==> src/rtl/rt_ibex_pcs_ctx_stack_pkg.sv <==
// Shared constants and FSM state encoding for the interrupt context stack.
package rt_ibex_pcs_pkg;

    localparam int DefNrSavedRegs = 9;
    localparam int DefDataWidth   = 32;
    localparam int DefDepth       = 8;

    typedef enum logic [1:0] {
        ST_IDLE    = 2'd0,
        ST_STORE   = 2'd1,
        ST_RESTORE = 2'd2,
        ST_RETURN  = 2'd3
    } ctx_state_e;

endpackage

==> src/rtl/rt_ibex_pcs_ctx_stack_if.sv <==
// Bus between the core and the context stack; state_o exposes the FSM for debug.
interface rt_ibex_pcs_ctx_stack_if
    import rt_ibex_pcs_pkg::*;
#(
    parameter int NrSavedRegs = DefNrSavedRegs,
    parameter int DataWidth   = DefDataWidth,
    parameter int Depth       = DefDepth
) ();
    localparam int LW = $clog2(Depth + 1);

    // push_i/pop_i are single-cycle requests sampled only while busy_o=0;
    // a request seen while busy_o=1 is dropped, never queued.
    logic                                       push_i;
    logic                                       pop_i;
    logic [NrSavedRegs-1:0][DataWidth-1:0]      store_data_i;
    logic                                       err_clr_i;
    logic [NrSavedRegs-1:0][DataWidth-1:0]      restore_data_o;
    logic                                       restore_valid_o;
    logic                                       busy_o;
    logic [LW-1:0]                              level_o;
    logic                                       full_o;
    logic                                       empty_o;
    logic                                       overflow_o;
    logic                                       underflow_o;
    ctx_state_e                                 state_o;

    modport master (
        output push_i, pop_i, store_data_i, err_clr_i,
        input  restore_data_o, restore_valid_o, busy_o, level_o,
               full_o, empty_o, overflow_o, underflow_o, state_o
    );

    modport slave (
        input  push_i, pop_i, store_data_i, err_clr_i,
        output restore_data_o, restore_valid_o, busy_o, level_o,
               full_o, empty_o, overflow_o, underflow_o, state_o
    );

endinterface

==> src/rtl/rt_ibex_pcs_ctx_mem.sv <==
// Context storage: flop array, one write port with clear, one combinational read port.
module rt_ibex_pcs_ctx_mem
    import rt_ibex_pcs_pkg::*;
#(
    parameter int NrSavedRegs = DefNrSavedRegs,
    parameter int DataWidth   = DefDataWidth,
    parameter int Depth       = DefDepth,
    parameter int AW          = (Depth > 1) ? $clog2(Depth) : 1
) (
    input  logic                                  clk_i,
    input  logic                                  we,
    input  logic                                  clr,
    input  logic [AW-1:0]                         waddr,
    input  logic [NrSavedRegs-1:0][DataWidth-1:0] wdata,
    input  logic [AW-1:0]                         raddr,
    output logic [NrSavedRegs-1:0][DataWidth-1:0] rdata
);
    // Storage is deliberately unreset; level tracking decides what is live.
    logic [NrSavedRegs-1:0][DataWidth-1:0] mem [Depth];

    always_ff @(posedge clk_i) begin
        if (we) begin
            mem[waddr] <= clr ? '0 : wdata;
        end
    end

    assign rdata = mem[raddr];

endmodule

==> src/rtl/rt_ibex_pcs_ctx_stack.sv <==
// LIFO of saved register contexts for nested interrupts.
// Optional build macro RT_IBEX_PCS_SCRUB_EN zeroes each entry as it is popped.
module rt_ibex_pcs_ctx_stack
    import rt_ibex_pcs_pkg::*;
#(
    parameter int NrSavedRegs = DefNrSavedRegs,
    parameter int DataWidth   = DefDataWidth,
    parameter int Depth       = DefDepth
) (
    input logic                     clk_i,
    input logic                     rst_ni,
    rt_ibex_pcs_ctx_stack_if.slave  bus
);
    localparam int LW = $clog2(Depth + 1);
    localparam int AW = (Depth > 1) ? $clog2(Depth) : 1;

    ctx_state_e state_q, state_d;
    logic [LW-1:0] level_q;
    logic [NrSavedRegs-1:0][DataWidth-1:0] restore_data_q, rdata;
    logic overflow_q, underflow_q;
    logic full, empty;
    logic do_push, do_load, do_dec, set_ovf, set_unf, scrub;
    logic mem_we;
    logic [AW-1:0] push_addr, top_addr, mem_waddr;

    assign full      = (level_q == LW'(Depth));
    assign empty     = (level_q == '0);
    assign push_addr = level_q[AW-1:0];
    // Only used while level >= 1, so the wrap at level 0 is never observed.
    assign top_addr  = level_q[AW-1:0] - AW'(1);

    always_ff @(posedge clk_i or negedge rst_ni) begin
        if (!rst_ni) begin
            state_q <= ST_IDLE;
        end else begin
            state_q <= state_d;
        end
    end

    always_comb begin
        state_d = state_q;
        unique case (state_q)
            ST_IDLE: begin
                if (bus.push_i && !full) begin
                    state_d = ST_STORE;
                end else if (bus.pop_i && !bus.push_i && !empty) begin
                    state_d = ST_RESTORE;
                end
            end
            ST_STORE:   state_d = ST_IDLE;
            ST_RESTORE: state_d = ST_RETURN;
            ST_RETURN:  state_d = ST_IDLE;
            default:    state_d = ST_IDLE;
        endcase
    end

    // A simultaneous push and pop resolves to the push; the pop is dropped.
    always_comb begin
        do_push = 1'b0;
        set_ovf = 1'b0;
        set_unf = 1'b0;
        do_load = 1'b0;
        do_dec  = 1'b0;
        scrub   = 1'b0;
        unique case (state_q)
            ST_IDLE: begin
                do_push = bus.push_i && !full;
                set_ovf = bus.push_i && full;
                set_unf = bus.pop_i && !bus.push_i && empty;
            end
            ST_RESTORE: do_load = 1'b1;
            ST_RETURN: begin
                do_dec = 1'b1;
`ifdef RT_IBEX_PCS_SCRUB_EN
                scrub  = 1'b1;
`else
                scrub  = 1'b0;
`endif
            end
            default: ;
        endcase
    end

    assign mem_we    = do_push || scrub;
    assign mem_waddr = scrub ? top_addr : push_addr;

    rt_ibex_pcs_ctx_mem #(
        .NrSavedRegs (NrSavedRegs),
        .DataWidth   (DataWidth),
        .Depth       (Depth),
        .AW          (AW)
    ) u_mem (
        .clk_i (clk_i),
        .we    (mem_we),
        .clr   (scrub),
        .waddr (mem_waddr),
        .wdata (bus.store_data_i),
        .raddr (top_addr),
        .rdata (rdata)
    );

    always_ff @(posedge clk_i or negedge rst_ni) begin
        if (!rst_ni) begin
            level_q        <= '0;
            restore_data_q <= '0;
            overflow_q     <= 1'b0;
            underflow_q    <= 1'b0;
        end else begin
            if (do_push) begin
                level_q <= level_q + LW'(1);
            end else if (do_dec) begin
                level_q <= level_q - LW'(1);
            end
            if (do_load) begin
                restore_data_q <= rdata;
            end
            // A new error in the same cycle as a clear keeps the flag set.
            overflow_q  <= set_ovf || (overflow_q && !bus.err_clr_i);
            underflow_q <= set_unf || (underflow_q && !bus.err_clr_i);
        end
    end

    assign bus.restore_data_o  = restore_data_q;
    assign bus.restore_valid_o = (state_q == ST_RETURN);
    assign bus.busy_o          = (state_q != ST_IDLE);
    assign bus.level_o         = level_q;
    assign bus.full_o          = full;
    assign bus.empty_o         = empty;
    assign bus.overflow_o      = overflow_q;
    assign bus.underflow_o     = underflow_q;
    assign bus.state_o         = state_q;

endmodule

==> src/flat_wrapper.sv <==
// flat-port wrapper written by rule: the top's interface ports become plain ports
module rt_ibex_pcs_ctx_stack_flat import rt_ibex_pcs_pkg::*;
#(
    parameter int NrSavedRegs = DefNrSavedRegs,
    parameter int DataWidth   = DefDataWidth,
    parameter int Depth       = DefDepth
)
  (clk_i, rst_ni, bus_push_i, bus_pop_i, bus_store_data_i, bus_err_clr_i, bus_restore_data_o, bus_restore_valid_o, bus_busy_o, bus_level_o, bus_full_o, bus_empty_o, bus_overflow_o, bus_underflow_o, bus_state_o);
  rt_ibex_pcs_ctx_stack_if #(.NrSavedRegs(NrSavedRegs), .DataWidth(DataWidth), .Depth(Depth)) bus_i ();
  input logic clk_i;
  input logic rst_ni;
  input wire logic [$bits(bus_i.push_i)-1:0] bus_push_i;
  input wire logic [$bits(bus_i.pop_i)-1:0] bus_pop_i;
  input wire logic [$bits(bus_i.store_data_i)-1:0] bus_store_data_i;
  input wire logic [$bits(bus_i.err_clr_i)-1:0] bus_err_clr_i;
  output wire logic [$bits(bus_i.restore_data_o)-1:0] bus_restore_data_o;
  output wire logic [$bits(bus_i.restore_valid_o)-1:0] bus_restore_valid_o;
  output wire logic [$bits(bus_i.busy_o)-1:0] bus_busy_o;
  output wire logic [$bits(bus_i.level_o)-1:0] bus_level_o;
  output wire logic [$bits(bus_i.full_o)-1:0] bus_full_o;
  output wire logic [$bits(bus_i.empty_o)-1:0] bus_empty_o;
  output wire logic [$bits(bus_i.overflow_o)-1:0] bus_overflow_o;
  output wire logic [$bits(bus_i.underflow_o)-1:0] bus_underflow_o;
  output wire logic [$bits(bus_i.state_o)-1:0] bus_state_o;
  assign bus_i.push_i = bus_push_i;
  assign bus_i.pop_i = bus_pop_i;
  assign bus_i.store_data_i = bus_store_data_i;
  assign bus_i.err_clr_i = bus_err_clr_i;
  assign bus_restore_data_o = bus_i.restore_data_o;
  assign bus_restore_valid_o = bus_i.restore_valid_o;
  assign bus_busy_o = bus_i.busy_o;
  assign bus_level_o = bus_i.level_o;
  assign bus_full_o = bus_i.full_o;
  assign bus_empty_o = bus_i.empty_o;
  assign bus_overflow_o = bus_i.overflow_o;
  assign bus_underflow_o = bus_i.underflow_o;
  assign bus_state_o = bus_i.state_o;
  rt_ibex_pcs_ctx_stack #(.NrSavedRegs(NrSavedRegs), .DataWidth(DataWidth), .Depth(Depth)) u_core (.clk_i(clk_i), .rst_ni(rst_ni), .bus(bus_i));
endmodule
==> config.mk <==
export PLATFORM = sky130hd
export DESIGN_NAME = rt_ibex_pcs_ctx_stack_flat
export DESIGN_NICKNAME = d
export VERILOG_FILES = /design/src/rtl/rt_ibex_pcs_ctx_stack_pkg.sv /design/src/rtl/rt_ibex_pcs_ctx_stack_if.sv /design/src/rtl/rt_ibex_pcs_ctx_mem.sv /design/src/rtl/rt_ibex_pcs_ctx_stack.sv /design/src/flat_wrapper.sv
export SDC_FILE = /design/constraint.sdc
export NUM_CORES = 2
export LEC_CHECK = 0
export CORE_MARGIN = 2
export CORE_UTILIZATION = 61
export CTS_BUF_LIST = sky130_fd_sc_hd__clkbuf_8
export CTS_CLUSTER_DIAMETER = 150
export DETAILED_ROUTE_END_ITERATION = 16
export PLACE_DENSITY_LB_ADDON = 0.15
export SKIP_CTS_REPAIR_TIMING = 1
export SYNTH_ARGS = -nofsm -noshare
export SYNTH_HDL_FRONTEND = slang
export SYNTH_SLANG_ARGS = --single-unit
export TNS_END_PERCENT = 10
==> constraint.sdc <==
create_clock -name clk_i -period 57.5 [get_ports clk_i]
set_input_delay 11.5 -clock clk_i [delete_from_list [all_inputs] [get_ports clk_i]]
set_output_delay 11.5 -clock clk_i [all_outputs]
set_load 0.005 [all_outputs]
==> results.cfg <==
[place]
hpwl_um = 114000
port-buffer-count = 592
placed_cells = 7772
dp_slack_ns = 41.38
finalWeightedCongestion = 0.763

[setup_path]
crit_family = buffers and inverters
startpoint_type = primary input
regToRegEndpoint = u_core.bus.restore_data_o[34]$_DFFE_PN0P_
crit_required_ns = 58.13
r2r_start = u_core.bus.level_o[0]$_DFFE_PN0P_
crit_arrival_ns = 15.78
r2r_slack_ns = 50.75
worst-path-max-fanout = 57
critPathKind = in -> reg
r2r_cells = 9
cp-end-kind = flop
cpMaxStageDelayCell = buf_4
cpPeakStageDelay_ns = 0.86
crit_top_cell = buf_4
path_buf_inv = 4
cp_cell_sequence = clkdlybuf4s50_1, nor3b_1, nand2_1, nor3_2, buf_4, buf_4, buf_4

[detailed_routing]
drc = 0
routedWlPerCell_um = 26.1
firstDrtPassIters = 5
wl_met1_um = 93200
wl_met3_um = 16700
drt-total-wl_um = 223000
postRouteAntennaNets = 0
highest_layer = met5
vias = 51700
vias_per_cell = 6.06
wl_met2_um = 107000
drt-initial-drc-count = 4549

[timing]
fin_ws_ns = 42.35
worst_slew_pin_slew_ns = 1.34
setup_viol = 0
max_freq_ghz = 0.0660
slew_headroom_pct = 10.5
final.setup_skew_ns = 0.0785
fin_tns_setup_ns = 0
whs_ns = 0.475
period_needed_ns = 15.15
period_share_pct = 26.3
finalMaxSlewViolations = 0
rsz0062_at_grt = false
hold_viol = 0

[die]
io_pins = 593
start_util_pct = 61.3
die-area_um2 = 164000
die_w_um = 405
die_y_um = 405
core_area_um2 = 160000
fp-row-count = 147

[grt]
grt_pass1_vias = 53700
antenna_found_initial = 64
grt_start_max_net_pins = 173
grt_usage_pct = 26.9
grt_pass1_wl_um = 329000
grt.overflow.total = 0

[cts]
cts_tree = done
cts.sinks = 2600
clk_pin_slew_ns = 0.06
htreeDepth = 5
cts-root-buf = clkbuf_8
clock_latency_ns = 1.08
clk_path_buf_depth = 4
numCtsBuffers = 409

[synth]
yosys.area.top_type_share_pct = 70.4
ys_ff_latch = 2600
syn_avg_cell_area_um2 = 18.6
netlist_area_um2 = 98300
syn_inst = 5278
syn_nets = 5575
synth.area.top_cells = edfxtp_1, mux2_2, dfrtp_1
synth_largest_area_cell = edfxtp_1
yosys_warnings = 0
synth_cell_types = 29
seq_area_frac_synth_pct = 77.9

[pwr]
vdd_ir_drop_max_v = 0.0000863
p_leak_nw = 38.5
p_per_area_nw_per_um2 = 54.5

[layout]
drive_gt1_share_pct = 27.2
finalNonFillerCells = 8540
nNetsFinal = 6320
final_common_cell = edfxtp_1
layout_common_cells = edfxtp_1, mux2_2, clkdlybuf4s50_1, o22ai_1, clkbuf_8
area_growth_pct = 15.7
fill_cells = 10200

[flow_run]
drv_cap = 0

[min_path]
worstHoldStart = u_core.bus.restore_data_o[61]$_DFFE_PN0P_
whs_path_depth = 2
hold_path_class = reg -> reg
min_to = u_core.bus.restore_data_o[61]$_DFFE_PN0P_

[outcome]
status = completed
## synth_stat cells, drive strengths merged
cell       n
nand2b     1
buf      244
clkinv     1
nand3b     1
edfxtp  2304
nor3b      1
a31oi      1
a41o       1
o32ai      1
o31ai    288
mux2i      1
a21o       1
nor2b      1
nand2    301
ha         3
clkbuf    74
dfrtp    296
nor3       2
o22ai    576
mux2    1154
nor2      10
xor2       3
inv        7
fa         1
xnor2      2
a21oi      3
## cells by family after synthesis
| family | share of synthesized area [%] |
|---|---|
| fa+ha+maj | 0.0586 |
| compound gates | 5.91 |
| simple gates | 1.23 |
| flops | 77.9 |
| mux | 13.2 |
| xor+xnor | 0.0446 |
| buf+inv | 1.61 |
## through the flow
stage	utilization, %	instance area, µm²	power, mW
after global routing	70.9	114000	6.49
after floorplan	-	98300	4.16
after global placement	66.2	106000	4.78
after CTS	70.9	114000	6.24
after detailed placement	66.2	106000	4.82
final	70.9	114000	6.20
## power breakdown
group | total [mW] | leakage, nW | switching [mW] | internal (mW)
Sequential | 2.46 | 24.4 | 0.130 | 2.33
Clock | 1.42 | 4.49 | 0.685 | 0.731
Combinational | 2.32 | 9.53 | 1.25 | 1.08
Total | 6.20 | 38.5 | 2.06 | 4.14
## area by class of cell
type	count	area, µm²	area share, %
Sequential cell	2600	76600	67.4
Multi-Input combinational cell	2352	20300	17.8
Timing Repair Buffer	652	6590	5.80
Clock buffer	459	6320	5.56
Tap cell	2160	2700	2.38
Clock inverter	279	1140	1.01
Antenna cell	30	75.1	0.0660
Inverter	8	30.0	0.0264
## tightest hold or removal path, stage by stage, from the launching register on
cell and delay, ns:
dfrtp_1 0.34, nand2_1 0.05, o31ai_1 0.05
## worst max-delay path by stage
stage	startpoint	to	slack (ns)	depth (start not counted)
CTS	u_core.bus.level_o[0]$_DFFE_PN0P_	bus_full_o	42.43	5
finish	bus_push_i	u_core.u_mem.mem[4][108]$_DFFE_PP_	42.35	7
global route	bus_push_i	u_core.u_mem.mem[4][286]$_DFFE_PP_	42.16	7
floorplan	bus_push_i	u_core.u_mem.mem[0][0]$_DFFE_PP_	24.91	3
detailed placement	bus_push_i	u_core.u_mem.mem[4][115]$_DFFE_PP_	41.38	7
global placement	bus_push_i	u_core.u_mem.mem[4][115]$_DFFE_PP_	41.37	7
## routing by layer
metal,vias to the layer above,global-route usage (%)
met2,1855,42.4
met5,-,0
met3,409,6.50
met1,26700,37.0
li1,22700,-
met4,54,9.92
## flip-flops by register name, indices dropped and copies added, names as in the netlist
name,flops
u_core.bus.underflow_o,1
u_core.bus.restore_data_o,288
u_core.bus.overflow_o,1
u_core.bus.level_o,4
u_core.u_mem.mem,2304
u_core.bus.state_o,2
Power figures use the tool's default switching activity.
